**config.mk**
```make
export PLATFORM = sky130hd
export DESIGN_NAME = uart_cfg_frame_ctrl
export DESIGN_NICKNAME = d
export VERILOG_FILES = /design/src/rtl/uart_cfg_pkg.sv /design/src/rtl/uart_cfg_timeout.sv /design/src/rtl/uart_cfg_frame_ctrl.sv
export SDC_FILE = /design/constraint.sdc
export NUM_CORES = 1
export LEC_CHECK = 0
export CAP_MARGIN = 15
export CORE_UTILIZATION = 61
export DETAILED_ROUTE_END_ITERATION = 10
export PLACE_DENSITY_LB_ADDON = 0.05
export SKIP_CTS_REPAIR_TIMING = 1
export SLEW_MARGIN = 15
export SYNTH_ARGS = -nofsm -noshare
export SYNTH_HDL_FRONTEND = slang
export SYNTH_SLANG_ARGS = --single-unit
```
**constraint.sdc**
```tcl
create_clock -name Clk -period 9.41 [get_ports Clk]
set_input_delay 1.882 -clock Clk [delete_from_list [all_inputs] [get_ports Clk]]
set_output_delay 1.882 -clock Clk [all_outputs]
set_load 0.01 [all_outputs]
```
**src/rtl/uart_cfg_pkg.sv**
```systemverilog
// -----------------------------------------------------------------------------
// uart_cfg_pkg
// Shared definitions for the UART configuration frame controller:
//   - frame header bytes (0x55, 0xAA)
//   - register addresses of the configuration map
//   - the frame-parser FSM state type
//   - the frame checksum helper (8-bit modular sum of ADDR, DHI, DLO)
// -----------------------------------------------------------------------------
package uart_cfg_pkg;

  // Frame header
  localparam logic [7:0] HDR_BYTE0 = 8'h55;
  localparam logic [7:0] HDR_BYTE1 = 8'hAA;

  // Register map
  localparam logic [7:0] ADDR_K   = 8'h00;  // K          <= DLO[3:0]
  localparam logic [7:0] ADDR_UD  = 8'h01;  // Up_or_down <= DLO[1:0]
  localparam logic [7:0] ADDR_FS  = 8'h02;  // Sample_fs  <= {DHI, DLO}

  // Each state names the byte the parser is waiting for next.
  typedef enum logic [2:0] {
    ST_IDLE = 3'd0,
    ST_HDR2 = 3'd1,
    ST_ADDR = 3'd2,
    ST_DHI  = 3'd3,
    ST_DLO  = 3'd4,
    ST_CSUM = 3'd5
  } state_t;

  // Checksum is the byte-wide sum of the payload; carries are dropped.
  function automatic logic [7:0] frame_csum(input logic [7:0] addr,
                                            input logic [7:0] d_hi,
                                            input logic [7:0] d_lo);
    return addr + d_hi + d_lo;
  endfunction

endpackage

```
**src/rtl/uart_cfg_timeout.sv**
```systemverilog
// -----------------------------------------------------------------------------
// uart_cfg_timeout
// Inter-byte timeout counter for the frame parser.
//
// Ports:
//   i_clk     system clock, rising edge
//   i_rst     asynchronous active-high reset
//   i_clear   restart the count (a byte arrived); also suppresses expiry
//   i_run     count while high (a frame is partially received)
//   o_expire  high for the cycle in which the counter sits at TIMEOUT_CYCLES-1
//
// The counter restarts from zero after expiry, when cleared, and whenever it
// is not running, so it always measures the gap since the last byte.
// -----------------------------------------------------------------------------
module uart_cfg_timeout #(
  parameter int TIMEOUT_CYCLES = 500000
) (
  input  logic i_clk,
  input  logic i_rst,
  input  logic i_clear,
  input  logic i_run,
  output logic o_expire
);

  localparam int CW = (TIMEOUT_CYCLES > 1) ? $clog2(TIMEOUT_CYCLES) : 1;
  localparam logic [CW-1:0] LAST_COUNT = CW'(TIMEOUT_CYCLES - 1);

  logic [CW-1:0] r_cnt;
  logic          w_expire;

  // A clear in the expiry cycle wins: the byte is processed, no timeout.
  assign w_expire = i_run && !i_clear && (r_cnt == LAST_COUNT);
  assign o_expire = w_expire;

  always_ff @(posedge i_clk or posedge i_rst) begin
    if (i_rst) begin
      r_cnt <= '0;
    end else if (i_clear || !i_run || w_expire) begin
      r_cnt <= '0;
    end else begin
      r_cnt <= r_cnt + 1'b1;
    end
  end

endmodule

```
**src/rtl/uart_cfg_frame_ctrl.sv**
```systemverilog
// -----------------------------------------------------------------------------
// uart_cfg_frame_ctrl
// Parses 6-byte configuration frames from a UART byte receiver and writes a
// small register bank driving the analog switch and DSP configuration.
//
// Frame: 0x55, 0xAA, ADDR, DHI, DLO, CSUM   with CSUM = (ADDR+DHI+DLO) mod 256
//
// Ports:
//   Clk          system clock, rising edge
//   Reset        asynchronous active-high reset
//   Rx_data[7:0] received byte, meaningful only while Rx_done is high
//   Rx_done      one-cycle "byte valid" strobe
//   K[3:0]       analog switch control word        (addr 0x00)
//   Up_or_down   DSP direction/mode select          (addr 0x01)
//   Sample_fs    sample-rate divider, never 0       (addr 0x02)
//   Cfg_update   one-cycle pulse on a register write
//   Frame_err    one-cycle pulse on checksum/address/value/timeout error
//   Busy         a frame is partially received
//   o_dbg_state  current parser state (uart_cfg_pkg::state_t encoding)
//
// Handshake: the byte interface is valid-only. Rx_done high for one cycle
// means Rx_data holds a new byte that must be consumed in that cycle; there is
// no ready/back-pressure, and the parser accepts a byte on every cycle,
// including back-to-back frames with no idle gap.
//
// Results of a frame (register write, Cfg_update, Frame_err) are registered
// and become visible on the edge that consumes the CSUM byte.
// -----------------------------------------------------------------------------
module uart_cfg_frame_ctrl
  import uart_cfg_pkg::*;
#(
  parameter int          TIMEOUT_CYCLES = 500000,
  parameter logic [3:0]  K_RST          = 4'h0,
  parameter logic [15:0] FS_RST         = 16'd1000
) (
  input  logic        Clk,
  input  logic        Reset,
  input  logic [7:0]  Rx_data,
  input  logic        Rx_done,
  output logic [3:0]  K,
  output logic [1:0]  Up_or_down,
  output logic [15:0] Sample_fs,
  output logic        Cfg_update,
  output logic        Frame_err,
  output logic        Busy,
  output logic [2:0]  o_dbg_state
);

  // ---------------------------------------------------------------------------
  // Registers
  // ---------------------------------------------------------------------------
  state_t      r_state;
  logic [7:0]  r_addr;
  logic [7:0]  r_dhi;
  logic [7:0]  r_dlo;
  logic [3:0]  r_k;
  logic [1:0]  r_up_or_down;
  logic [15:0] r_sample_fs;
  logic        r_cfg_update;
  logic        r_frame_err;

  // ---------------------------------------------------------------------------
  // Combinational controls
  // ---------------------------------------------------------------------------
  state_t      w_next_state;
  logic        w_lat_addr;
  logic        w_lat_dhi;
  logic        w_lat_dlo;
  logic        w_wr_k;
  logic        w_wr_ud;
  logic        w_wr_fs;
  logic        w_err;
  logic        w_run;
  logic        w_expire;
  logic [7:0]  w_csum;
  logic [15:0] w_fs_value;

  assign w_run      = (r_state != ST_IDLE);
  assign w_csum     = frame_csum(r_addr, r_dhi, r_dlo);
  assign w_fs_value = {r_dhi, r_dlo};

  uart_cfg_timeout #(
    .TIMEOUT_CYCLES (TIMEOUT_CYCLES)
  ) u_timeout (
    .i_clk    (Clk),
    .i_rst    (Reset),
    .i_clear  (Rx_done),
    .i_run    (w_run),
    .o_expire (w_expire)
  );

  // ---------------------------------------------------------------------------
  // FSM: state register
  // ---------------------------------------------------------------------------
  always_ff @(posedge Clk or posedge Reset) begin
    if (Reset) begin
      r_state <= ST_IDLE;
    end else begin
      r_state <= w_next_state;
    end
  end

  // ---------------------------------------------------------------------------
  // FSM: next state and datapath controls
  // ---------------------------------------------------------------------------
  always_comb begin
    w_next_state = r_state;
    w_lat_addr   = 1'b0;
    w_lat_dhi    = 1'b0;
    w_lat_dlo    = 1'b0;
    w_wr_k       = 1'b0;
    w_wr_ud      = 1'b0;
    w_wr_fs      = 1'b0;
    w_err        = 1'b0;

    if (Rx_done) begin
      unique case (r_state)
        ST_IDLE: begin
          // Line noise between frames is dropped silently.
          if (Rx_data == HDR_BYTE0) w_next_state = ST_HDR2;
        end
        ST_HDR2: begin
          // A repeated 0x55 may be the real start of a frame: stay put.
          if (Rx_data == HDR_BYTE1)      w_next_state = ST_ADDR;
          else if (Rx_data == HDR_BYTE0) w_next_state = ST_HDR2;
          else                           w_next_state = ST_IDLE;
        end
        ST_ADDR: begin
          w_lat_addr   = 1'b1;
          w_next_state = ST_DHI;
        end
        ST_DHI: begin
          w_lat_dhi    = 1'b1;
          w_next_state = ST_DLO;
        end
        ST_DLO: begin
          w_lat_dlo    = 1'b1;
          w_next_state = ST_CSUM;
        end
        ST_CSUM: begin
          w_next_state = ST_IDLE;
          if (Rx_data != w_csum) begin
            w_err = 1'b1;
          end else begin
            case (r_addr)
              ADDR_K:  w_wr_k  = 1'b1;
              ADDR_UD: w_wr_ud = 1'b1;
              ADDR_FS: begin
                // A zero divider would stall the sample clock.
                if (w_fs_value == 16'd0) w_err   = 1'b1;
                else                     w_wr_fs = 1'b1;
              end
              default: w_err = 1'b1;
            endcase
          end
        end
        default: w_next_state = ST_IDLE;
      endcase
    end else if (w_expire) begin
      // Stalled frame: abandon it and report once.
      w_next_state = ST_IDLE;
      w_err        = 1'b1;
    end
  end

  // ---------------------------------------------------------------------------
  // Datapath: latched frame bytes, config registers, result pulses
  // ---------------------------------------------------------------------------
  always_ff @(posedge Clk or posedge Reset) begin
    if (Reset) begin
      r_addr       <= 8'h00;
      r_dhi        <= 8'h00;
      r_dlo        <= 8'h00;
      r_k          <= K_RST;
      r_up_or_down <= 2'b00;
      r_sample_fs  <= FS_RST;
      r_cfg_update <= 1'b0;
      r_frame_err  <= 1'b0;
    end else begin
      if (w_lat_addr) r_addr <= Rx_data;
      if (w_lat_dhi)  r_dhi  <= Rx_data;
      if (w_lat_dlo)  r_dlo  <= Rx_data;

      // Only the low bits of DLO matter for the narrow registers.
      if (w_wr_k)  r_k          <= r_dlo[3:0];
      if (w_wr_ud) r_up_or_down <= r_dlo[1:0];
      if (w_wr_fs) r_sample_fs  <= w_fs_value;

      r_cfg_update <= w_wr_k | w_wr_ud | w_wr_fs;
      r_frame_err  <= w_err;
    end
  end

  // ---------------------------------------------------------------------------
  // Outputs
  // ---------------------------------------------------------------------------
  assign K           = r_k;
  assign Up_or_down  = r_up_or_down;
  assign Sample_fs   = r_sample_fs;
  assign Cfg_update  = r_cfg_update;
  assign Frame_err   = r_frame_err;
  assign Busy        = w_run;
  assign o_dbg_state = r_state;

endmodule

```
==> out/qor.yml <==
synth_area_mm2: 0.00359
cts_made_buffers: 9
die_extent_in_x_um: 78.8
timing.final.crit_share_pct: 44.8
vias_per_cell: 5.78
detailroute.via_count: 2429
routed_wire_length_per_instance_um: 16.9
syn_area_per_cell_um2: 12.0
insertion_delay_ps: 350
syn2layout_area_growth_pct: 17.3
clkTransAtPathRegs_ps: 70
crit_path_start_kind: "primary input"
floorplan.die.height_um: 78.8
net_count_synth: 325
most_instantiated_library_cell_after_synthesis: "sky130_fd_sc_hd__dfrtp_1"
place.detailed.hpwl_um: 4980
hold_path.class: "flop to flop"
dpl_cell_area_mm2: 0.00403
max_cap_violations: 0
crit_start: "Rx_data[7]"
synthDominantAreaCellType: "sky130_fd_sc_hd__dfrtp_1"
worst-path-max-fanout: 16
powerDensity_mw_per_mm2: 131
drc: 0
grt_pass1_wl_um: 12000
ioPinCount: 39
diodes: 0
async_reset_ff_share_pct: 100
synth_unique_cells: 41
rr_endpoint: "Sample_fs[14]"
result_of_the_run: "complete, no violations"
synth_top_cells_by_area: "sky130_fd_sc_hd__dfrtp_1 45%, sky130_fd_sc_hd__mux2_2 11%, sky130_fd_sc_hd__fa_1 4.5%"
post_synth_and_or_nand_nor_area_fraction_pct: 14.7
dieArea_mm2: 0.00620
globalRoute.totalOverflow: 0
finish.instance_area_mm2: 0.00422
ctsLongestPathBuffers: 2
grt_pass1_vias: 2467
largest_net_degree_at_the_start_of_global_routing: 71
leading_cell_types_by_count_after_synthesis: "64 x sky130_fd_sc_hd__dfrtp_1, 34 x sky130_fd_sc_hd__mux2_2, 26 x sky130_fd_sc_hd__nor2_1, 18 x sky130_fd_sc_hd__nand2_1"
timing.critical_path.required_ps: 9640
r2r_cells: 9
finalSetupViolations: 0
power_leakage_nw: 1.89
nNetsFinal: 369
first_pass_iters: 4
cts_sinks: 70
reg2reg_slack_ps: 5850
total_routing_resource_utilization_after_global_routing_pct: 26.3
cts-root-buf: "sky130_fd_sc_hd__clkbuf_8"
synthMuxAreaShare_pct: 14.8
timing_worst_slew_pin_value_ps: 851
period_needed_ps: 4210
slew-limit-headroom_pct: 43.3
timing.setup.tns_ps: 0
crit_path_dat_ps: 4440
gp_routability_congestion: 0.850
synth_warnings: 0
ctsHtreeMaxLevel: 3
synth_enable_flop_cells: 0
peakVddDrop_uv: 86.8
route.antenna.remaining_nets: 0
critical_path.endpoint: "Sample_fs[14]"
rows: 27
grt_setup_unrepaired: "false"
synth_top_family_by_area: "multiplexers"
layout.core_utilization_pct: 75.2
achievable-frequency_mhz: 237
worst_setup_path_end_kind: "flop"
core-area_mm2: 0.00561
timing_hold_violations_final: 0
source_of_the_worst_register_to_register_timing_path: "r_dlo[1]"
antenna_violations_before_repair: 0
post_synth_fa_ha_maj_area_fraction_pct: 6.89
layout_cells_sized_above_1_pct: 21.0
synth.top_cell.area_share_pct: 44.6
synth-compound-area-share_pct: 5.36
synth.yosys.seq_area_share_pct: 49.0
worstSetupPathType: "primary input to flop"
synthesis.instances: 299
fin_worst_skew_ps: 6.31
synth-xor-area-share_pct: 6.96
clock_tree_from_tritoncts: "done"
drt-total-wl_um: 7090
initial_core_util_pct: 64.1
synth_top_flop_cell: "sky130_fd_sc_hd__dfrtp_1"
place.port_buffers: 38
drt_first_iter_violations: 170
finalMaxSlewViolations: 0
ys_seq_elements: 70
==> cell families after synthesis <==
family | count (synthesis)
DFF | 70
xor gates and xnor gates | 26
AOI/OAI and AO/OA | 32
muxes | 44
adders and majority gates | 15
buffers and inverters | 15
and+or+nand+nor | 97
==> final cells by class <==
cell class / count / area [um2]
Clock buffer: 16 / 190
Fill cell: 426 / 1390
Inverter: 8 / 30.0
Multi-Input combinational cell: 214 / 1750
Sequential cell: 70 / 1760
Tap cell: 72 / 90.1
Timing Repair Buffer: 40 / 395
==> critical path, cell delays in order <==
cell and delay (ps):
sky130_fd_sc_hd__clkdlybuf4s50_1 640, sky130_fd_sc_hd__xnor3_2 420, sky130_fd_sc_hd__xnor2_2 150, sky130_fd_sc_hd__nor3_1 290
sky130_fd_sc_hd__o2111ai_2 180, sky130_fd_sc_hd__nor4_4 170, sky130_fd_sc_hd__buf_4 320, sky130_fd_sc_hd__mux2_2 380
==> how the worst min path moves through the flow <==
stage / startpoint / endpoint / slack, ps / cells after the start
2_1_floorplan: u_timeout.r_cnt[0] / u_timeout.r_cnt[0] / 450 / 1
3_3_place_gp: u_timeout.r_cnt[0] / u_timeout.r_cnt[0] / 470 / 1
3_5_place_dp: u_timeout.r_cnt[0] / u_timeout.r_cnt[0] / 480 / 1
4_1_cts: u_timeout.r_cnt[0] / u_timeout.r_cnt[0] / 490 / 1
5_1_grt: u_timeout.r_cnt[0] / u_timeout.r_cnt[0] / 510 / 1
6_report: u_timeout.r_cnt[0] / u_timeout.r_cnt[0] / 490 / 1
==> power by group <==
group          leakage (nW)  switching, mW  total, mW  internal, mW
Sequential            0.946       0.000204      0.301         0.301
Combinational         0.848         0.0139     0.0215       0.00762
Clock                0.0970          0.104      0.229         0.125
==> routing by layer <==
metal	GRT usage, %	wire length, um	up-vias
li1	-	-	1155
met1	35.8	3410	1207
met2	40.6	3250	55
met3	5.75	260	12
met4	11.5	165	0
met5	0	0	-
==> metrics by stage <==
stage / setup slack, ps / instances / power [mW] / hold slack (ps)
floorplan: 5580 / 299 / 0.318 / 455
global placement: 4910 / 404 / 0.328 / 470
detailed placement: 4840 / 404 / 0.329 / 477
CTS: 5190 / 420 / 0.556 / 487
global route: 5060 / 420 / 0.571 / 508
finish: 5200 / 420 / 0.551 / 486
==> cell usage in the layout, fill, tap and decap left out, types with 10 or more instances in the layout <==
| master | count |
|---|---|
| sky130_fd_sc_hd__xor2_1 | 12 |
| sky130_fd_sc_hd__clkdlybuf4s50_1 | 38 |
| sky130_fd_sc_hd__mux2_2 | 34 |
| sky130_fd_sc_hd__dfrtp_1 | 64 |
| sky130_fd_sc_hd__a21oi_1 | 10 |
| sky130_fd_sc_hd__clkbuf_8 | 13 |
| sky130_fd_sc_hd__nor2_1 | 26 |
| sky130_fd_sc_hd__mux2_4 | 10 |
| sky130_fd_sc_hd__o21ai_0 | 12 |
| sky130_fd_sc_hd__xnor2_1 | 12 |
| sky130_fd_sc_hd__nand2_1 | 18 |
==> flip-flops by register name, summed over array words and instances (netlist names), 2 cells and up <==
name / count
r_dlo: 8
K: 4
u_timeout.r_cnt: 19
o_dbg_state: 3
r_addr: 8
Sample_fs: 16
r_dhi: 8
Up_or_down: 2
Power figures use the tool's default switching activity.
